`config.mk`:
```
export PLATFORM = sky130hd
export DESIGN_NAME = sys_array_feeder
export DESIGN_NICKNAME = d
export VERILOG_FILES = /design/src/rtl/sys_array_feeder.sv
export SDC_FILE = /design/constraint.sdc
export NUM_CORES = 1
export LEC_CHECK = 0
export ABC_CLOCK_PERIOD_IN_PS = 7850
export BUFFER_PORTS_ARGS = -buffer_cell sky130_fd_sc_hd__clkbuf_2
export CAP_MARGIN = 25
export CORE_AREA = 2 2 255 257
export CTS_BUF_LIST = sky130_fd_sc_hd__clkbuf_8
export DETAILED_ROUTE_END_ITERATION = 8
export DIE_AREA = 0 0 257 259
export GPL_TIMING_DRIVEN = 0
export HOLD_SLACK_MARGIN = 0.1
export PLACE_DENSITY = 0.65
export SKIP_CTS_REPAIR_TIMING = 1
export SLEW_MARGIN = 10
export SYNTH_ARGS = -nofsm -noshare
export SYNTH_HDL_FRONTEND = slang
export SYNTH_SLANG_ARGS = --single-unit
export TNS_END_PERCENT = 100
```
`constraint.sdc`:
```
create_clock -name clk -period 7.85 [get_ports clk]
set_input_delay 1.1775 -clock clk [delete_from_list [all_inputs] [get_ports clk]]
set_output_delay 1.1775 -clock clk [all_outputs]
set_load 0.02 [all_outputs]
```
`src/rtl/sys_array_feeder.sv`:
```
// Operand sequencer for the 2x2 FP systolic multiplier: skews A/B into the
// array, waits for completion (with timeout) and holds the result matrix.
module sys_array_feeder #(
  parameter int unsigned BEAT_GAP = 4,
  parameter int unsigned TIMEOUT  = 64
) (
  input  logic        clk,
  input  logic        rst,
  input  logic        in_valid,
  output logic        in_ready,
  input  logic [31:0] a00,
  input  logic [31:0] a01,
  input  logic [31:0] a10,
  input  logic [31:0] a11,
  input  logic [31:0] b00,
  input  logic [31:0] b01,
  input  logic [31:0] b10,
  input  logic [31:0] b11,
  output logic        load_in,
  output logic [31:0] row_in_row0,
  output logic [31:0] row_in_row1,
  output logic [31:0] col_in_col0,
  output logic [31:0] col_in_col1,
  input  logic        arr_done,
  input  logic [31:0] arr_c00,
  input  logic [31:0] arr_c01,
  input  logic [31:0] arr_c10,
  input  logic [31:0] arr_c11,
  output logic        out_valid,
  input  logic        out_ready,
  output logic [31:0] c00,
  output logic [31:0] c01,
  output logic [31:0] c10,
  output logic [31:0] c11,
  output logic        err_timeout,
  output logic        busy
);

  typedef enum logic [2:0] {
    IDLE,
    FEED,
    GAP,
    WAIT,
    HOLD
  } state_e;

  localparam bit HAS_GAP = (BEAT_GAP != 0);
  localparam logic [3:0] GAP_LAST =
    4'((BEAT_GAP == 0) ? 0 : BEAT_GAP - 1);
  localparam logic [7:0] WAIT_LAST = 8'(TIMEOUT - 1);

  state_e      state_q;
  logic [1:0]  k_q;
  logic [3:0]  gap_q;
  logic [7:0]  wcnt_q;

  logic [31:0] a00_q, a01_q, a10_q, a11_q;
  logic [31:0] b00_q, b01_q, b10_q, b11_q;

  logic        in_ready_q;
  logic        load_q;
  logic [31:0] row0_q, row1_q;
  logic [31:0] col0_q, col1_q;
  logic        out_valid_q;
  logic [31:0] c00_q, c01_q, c10_q, c11_q;
  logic        err_q;
  logic        busy_q;

  logic [1:0]  nk_d;
  logic [31:0] sa00, sb00;
  logic [31:0] row0_d, row1_d;
  logic [31:0] col0_d, col1_d;

  // Data for the next beat; beat 0 is launched straight from the
  // handshake, before the operand registers are loaded.
  always_comb begin
    nk_d   = (state_q == IDLE) ? 2'd0 : k_q + 2'd1;
    sa00   = (state_q == IDLE) ? a00 : a00_q;
    sb00   = (state_q == IDLE) ? b00 : b00_q;
    row0_d = '0;
    row1_d = '0;
    col0_d = '0;
    col1_d = '0;
    unique case (1'b1)
      nk_d == 2'd0: begin
        row0_d = sa00;
        col0_d = sb00;
      end
      nk_d == 2'd1: begin
        row0_d = a01_q;
        row1_d = a10_q;
        col0_d = b10_q;
        col1_d = b01_q;
      end
      nk_d == 2'd2: begin
        row1_d = a11_q;
        col1_d = b11_q;
      end
      default: ;
    endcase
  end

  always_ff @(posedge clk) begin
    if (rst) begin
      state_q     <= IDLE;
      k_q         <= '0;
      gap_q       <= '0;
      wcnt_q      <= '0;
      a00_q       <= '0;
      a01_q       <= '0;
      a10_q       <= '0;
      a11_q       <= '0;
      b00_q       <= '0;
      b01_q       <= '0;
      b10_q       <= '0;
      b11_q       <= '0;
      in_ready_q  <= 1'b1;
      load_q      <= 1'b0;
      row0_q      <= '0;
      row1_q      <= '0;
      col0_q      <= '0;
      col1_q      <= '0;
      out_valid_q <= 1'b0;
      c00_q       <= '0;
      c01_q       <= '0;
      c10_q       <= '0;
      c11_q       <= '0;
      err_q       <= 1'b0;
      busy_q      <= 1'b0;
    end else begin
      unique case (state_q)
        IDLE: begin
          if (in_valid && in_ready_q) begin
            a00_q      <= a00;
            a01_q      <= a01;
            a10_q      <= a10;
            a11_q      <= a11;
            b00_q      <= b00;
            b01_q      <= b01;
            b10_q      <= b10;
            b11_q      <= b11;
            state_q    <= FEED;
            k_q        <= '0;
            in_ready_q <= 1'b0;
            busy_q     <= 1'b1;
            load_q     <= 1'b1;
            row0_q     <= row0_d;
            row1_q     <= row1_d;
            col0_q     <= col0_d;
            col1_q     <= col1_d;
          end
        end
        FEED: begin
          if (k_q == 2'd2 || HAS_GAP) begin
            load_q <= 1'b0;
            row0_q <= '0;
            row1_q <= '0;
            col0_q <= '0;
            col1_q <= '0;
            if (k_q == 2'd2) begin
              state_q <= WAIT;
              wcnt_q  <= '0;
            end else begin
              state_q <= GAP;
              gap_q   <= '0;
            end
          end else begin
            k_q    <= k_q + 2'd1;
            load_q <= 1'b1;
            row0_q <= row0_d;
            row1_q <= row1_d;
            col0_q <= col0_d;
            col1_q <= col1_d;
          end
        end
        GAP: begin
          if (gap_q == GAP_LAST) begin
            state_q <= FEED;
            k_q     <= k_q + 2'd1;
            load_q  <= 1'b1;
            row0_q  <= row0_d;
            row1_q  <= row1_d;
            col0_q  <= col0_d;
            col1_q  <= col1_d;
          end else begin
            gap_q <= gap_q + 4'd1;
          end
        end
        WAIT: begin
          // A completion in the final wait cycle still wins over timeout.
          if (arr_done) begin
            state_q     <= HOLD;
            out_valid_q <= 1'b1;
            err_q       <= 1'b0;
            c00_q       <= arr_c00;
            c01_q       <= arr_c01;
            c10_q       <= arr_c10;
            c11_q       <= arr_c11;
          end else if (wcnt_q == WAIT_LAST) begin
            state_q     <= HOLD;
            out_valid_q <= 1'b1;
            err_q       <= 1'b1;
            c00_q       <= '0;
            c01_q       <= '0;
            c10_q       <= '0;
            c11_q       <= '0;
          end else begin
            wcnt_q <= wcnt_q + 8'd1;
          end
        end
        HOLD: begin
          if (out_ready) begin
            state_q     <= IDLE;
            out_valid_q <= 1'b0;
            in_ready_q  <= 1'b1;
            busy_q      <= 1'b0;
          end
        end
        default: state_q <= IDLE;
      endcase
    end
  end

  assign in_ready    = in_ready_q;
  assign load_in     = load_q;
  assign row_in_row0 = row0_q;
  assign row_in_row1 = row1_q;
  assign col_in_col0 = col0_q;
  assign col_in_col1 = col1_q;
  assign out_valid   = out_valid_q;
  assign c00         = c00_q;
  assign c01         = c01_q;
  assign c10         = c10_q;
  assign c11         = c11_q;
  assign err_timeout = err_q;
  assign busy        = busy_q;

endmodule

```
==> flow_summary.yaml <==
global_route:
  gr-usage-all-layers_pct: 22.8
  antenna_found_initial: 15
  grt_pass1_vias: 18600
  top_usage_layer: "met2"
  grt_pass1_wl_um: 116000
  grt_max_degree: 15
  overflow: 0
  met1_usage_pct: 26.4
  grt_use_met3_pct: 5.62
  use_met2_pct: 39.7
power:
  vdd_ir_drop_max_mv: 0.140
  finalPower_mw: 7.99
  p_per_area_mw_per_mm2: 306
  p_leak_nw: 11.3
route:
  firstDrtPassIters: 7
  routedWlPerCell_um: 20.6
  vias: 19300
  drt_wl_total_um: 79700
  drcViolationCount: 0
  drtIter0Drc: 1294
  ant_nets: 0
  avgViaCountPerCell: 4.99
floorplan:
  die_height_um: 259
  fp.coreArea_mm2: 0.0639
  dieArea_mm2: 0.0666
  initial_utilization_pct: 30.9
  fp.dieW_um: 257
  ios: 650
  rows: 93
setup_path:
  worstPathRequired_ps: 8460
  cp_slowest_stage_delay_ps: 720
  startpoint_type: "flop"
  crit_path_end_kind: "flop"
  cpMostUsedCell: "clkbuf_1"
  critPathSlowestCell: "clkbuf_1"
  timing_worst_setup_path_type: "flop to flop"
  crit_chain: "buf_2, nor3_1, buf_2, clkbuf_1, clkbuf_1, nor2_1, inv_1, ha_1, clkbuf_1, clkbuf_1, nand3_1, nand3_1, a22o_1"
  crit_fanout: 10
  critPathArrivalTime_ps: 4920
timing:
  hold_violations: 0
  period_minus_slack_ps: 4310
  maxSlewHeadroom_pct: 32.8
  fmax_mhz: 232
  setup_viol: 0
  finClkSkew_ps: 29.5
  finalHoldWorstSlack_ps: 454
  min_period_over_period_pct: 54.9
  rsz0062_at_grt: "false"
  fin_ws_ps: 3540
  tightest_slew_ps: 1010
  slew_viol_final: 0
  tns_ps: 0
layout:
  fin_area_mm2: 0.0262
  postLayoutCoreUtil_pct: 40.9
  layout_commonest_cell: "clkbuf_2"
  final_layout_size_suffix_gt1_share_pct: 30.5
  final_cell_mix: "clkbuf_2, nand2_1, dfxtp_1"
  syn2layout_area_growth_pct: 32.7
  final_cells: 3872
  nets: 3328
synthesis:
  ys_seq_area_share_pct: 54.2
  synth_cell_types: 49
  synth_area_mm2: 0.0197
  synth_cells: 2185
  synth-edff-count: 0
  async_reset_ff_share_pct: 0
  ys.flop_type: "dfxtp_1"
  yosysWarnings: 0
  syn_area_per_cell_um2: 9.02
  synth_seq_cells: 534
  syn_nets: 2580
placed_design:
  dpl_cell_area_mm2: 0.0241
  dpl.hpwl_um: 61000
  place_ws_ps: 3320
  portBuffers: 649
  routabilityCongestion: 0.912
  dp.cells: 3695
clock_tree:
  htreeDepth: 3
  cts_root_buffer: "clkbuf_8"
  cts.sinks: 534
  cts_max_path_buffers: 3
  clock_latency_ps: 690
  numCtsBuffers: 91
  cts_tree: "built"
  clkTransAtPathRegs_ps: 60
run_status:
  status: "complete, no violations"
hold_path:
  worst_hold_path_type: "flop to flop"
run:
  maxCapViolations: 0
worst max-delay path: cells and delay by family (launching register included):
family,cells,cell delay [ps]
and+or+nand+nor,4,680
adders and majority gates,1,160
DFF,1,300
AOI/OAI and AO/OA,1,120
buffers and inverters,7,2970
cell families after synthesis:
family	after synthesis	synth area share, %
xor gates and xnor gates	2	0.0889
adders and majority gates	6	0.381
muxes	1	0.0508
buffers and inverters	203	4.52
DFF	534	54.2
and+or+nand+nor	824	17.5
AOI/OAI and AO/OA	615	23.3
cells in the mapped netlist (all sizes together), types with 3 or more instances:
| library cell | number | area [µm²] |
|---|---|---|
| o2bb2ai | 64 | 873 |
| nor2 | 10 | 40.0 |
| a21oi | 269 | 1350 |
| nand2 | 585 | 2200 |
| a22o | 194 | 1700 |
| nor3b | 5 | 37.5 |
| a22oi | 65 | 488 |
| buf | 69 | 388 |
| and3 | 3 | 18.8 |
| nor3 | 4 | 20.0 |
| dfxtp | 534 | 10700 |
| ha | 6 | 75.1 |
| clkbuf | 129 | 484 |
| nand3 | 198 | 991 |
| inv | 5 | 18.8 |
| nor4b | 3 | 26.3 |
| nand2b | 3 | 18.8 |
| o21ai | 3 | 15.0 |
metal layers:
layer | part of all wire (%) | vias up
met2 | 49 | 794
li1 | - | 9195
met4 | 4.4 | 12
met3 | 7.4 | 164
met1 | 39 | 9152
met5 | 0.10 | -
layout make-up:
type	instances	area (µm²)
fillers	6537	37700
flip-flops and latches	534	10700
multi-input cells	1448	8130
repair buffers	655	3320
clock buffers	111	1530
well taps	855	1070
plain buffers	198	872
clock inverters	56	502
diodes	10	25.0
inverters	5	18.8
final timing paths:
path,startpoint,endpoint,slack (ps),cells after the start
min reg2reg,a00_q[7],a00_q[7],450,2
max reg2reg,state_q[0],col_in_col0[31],3540,13
min,a00_q[7],a00_q[7],450,2
max,state_q[0],col_in_col0[31],3540,13
registers in the layout (all words and copies together), names as in the netlist, 2 cells and up:
signal       flops
b01_q           32
row_in_row0     32
col_in_col1     32
c10             32
gap_q            4
a01_q           32
row_in_row1     32
c01             32
col_in_col0     32
b11_q           32
a00_q           32
state_q          3
k_q              2
b10_q           32
a10_q           32
c00             32
a11_q           32
c11             32
wcnt_q           8
b00_q           32
power by group:
part	internal, mW	switching [mW]	total (mW)	leakage (nW)
logic	0.603	1.46	2.07	5.82
clock network	1.53	1.24	2.77	1.12
registers	2.99	0.158	3.15	4.34
Note: power is estimated with default switching activity, not from simulation.
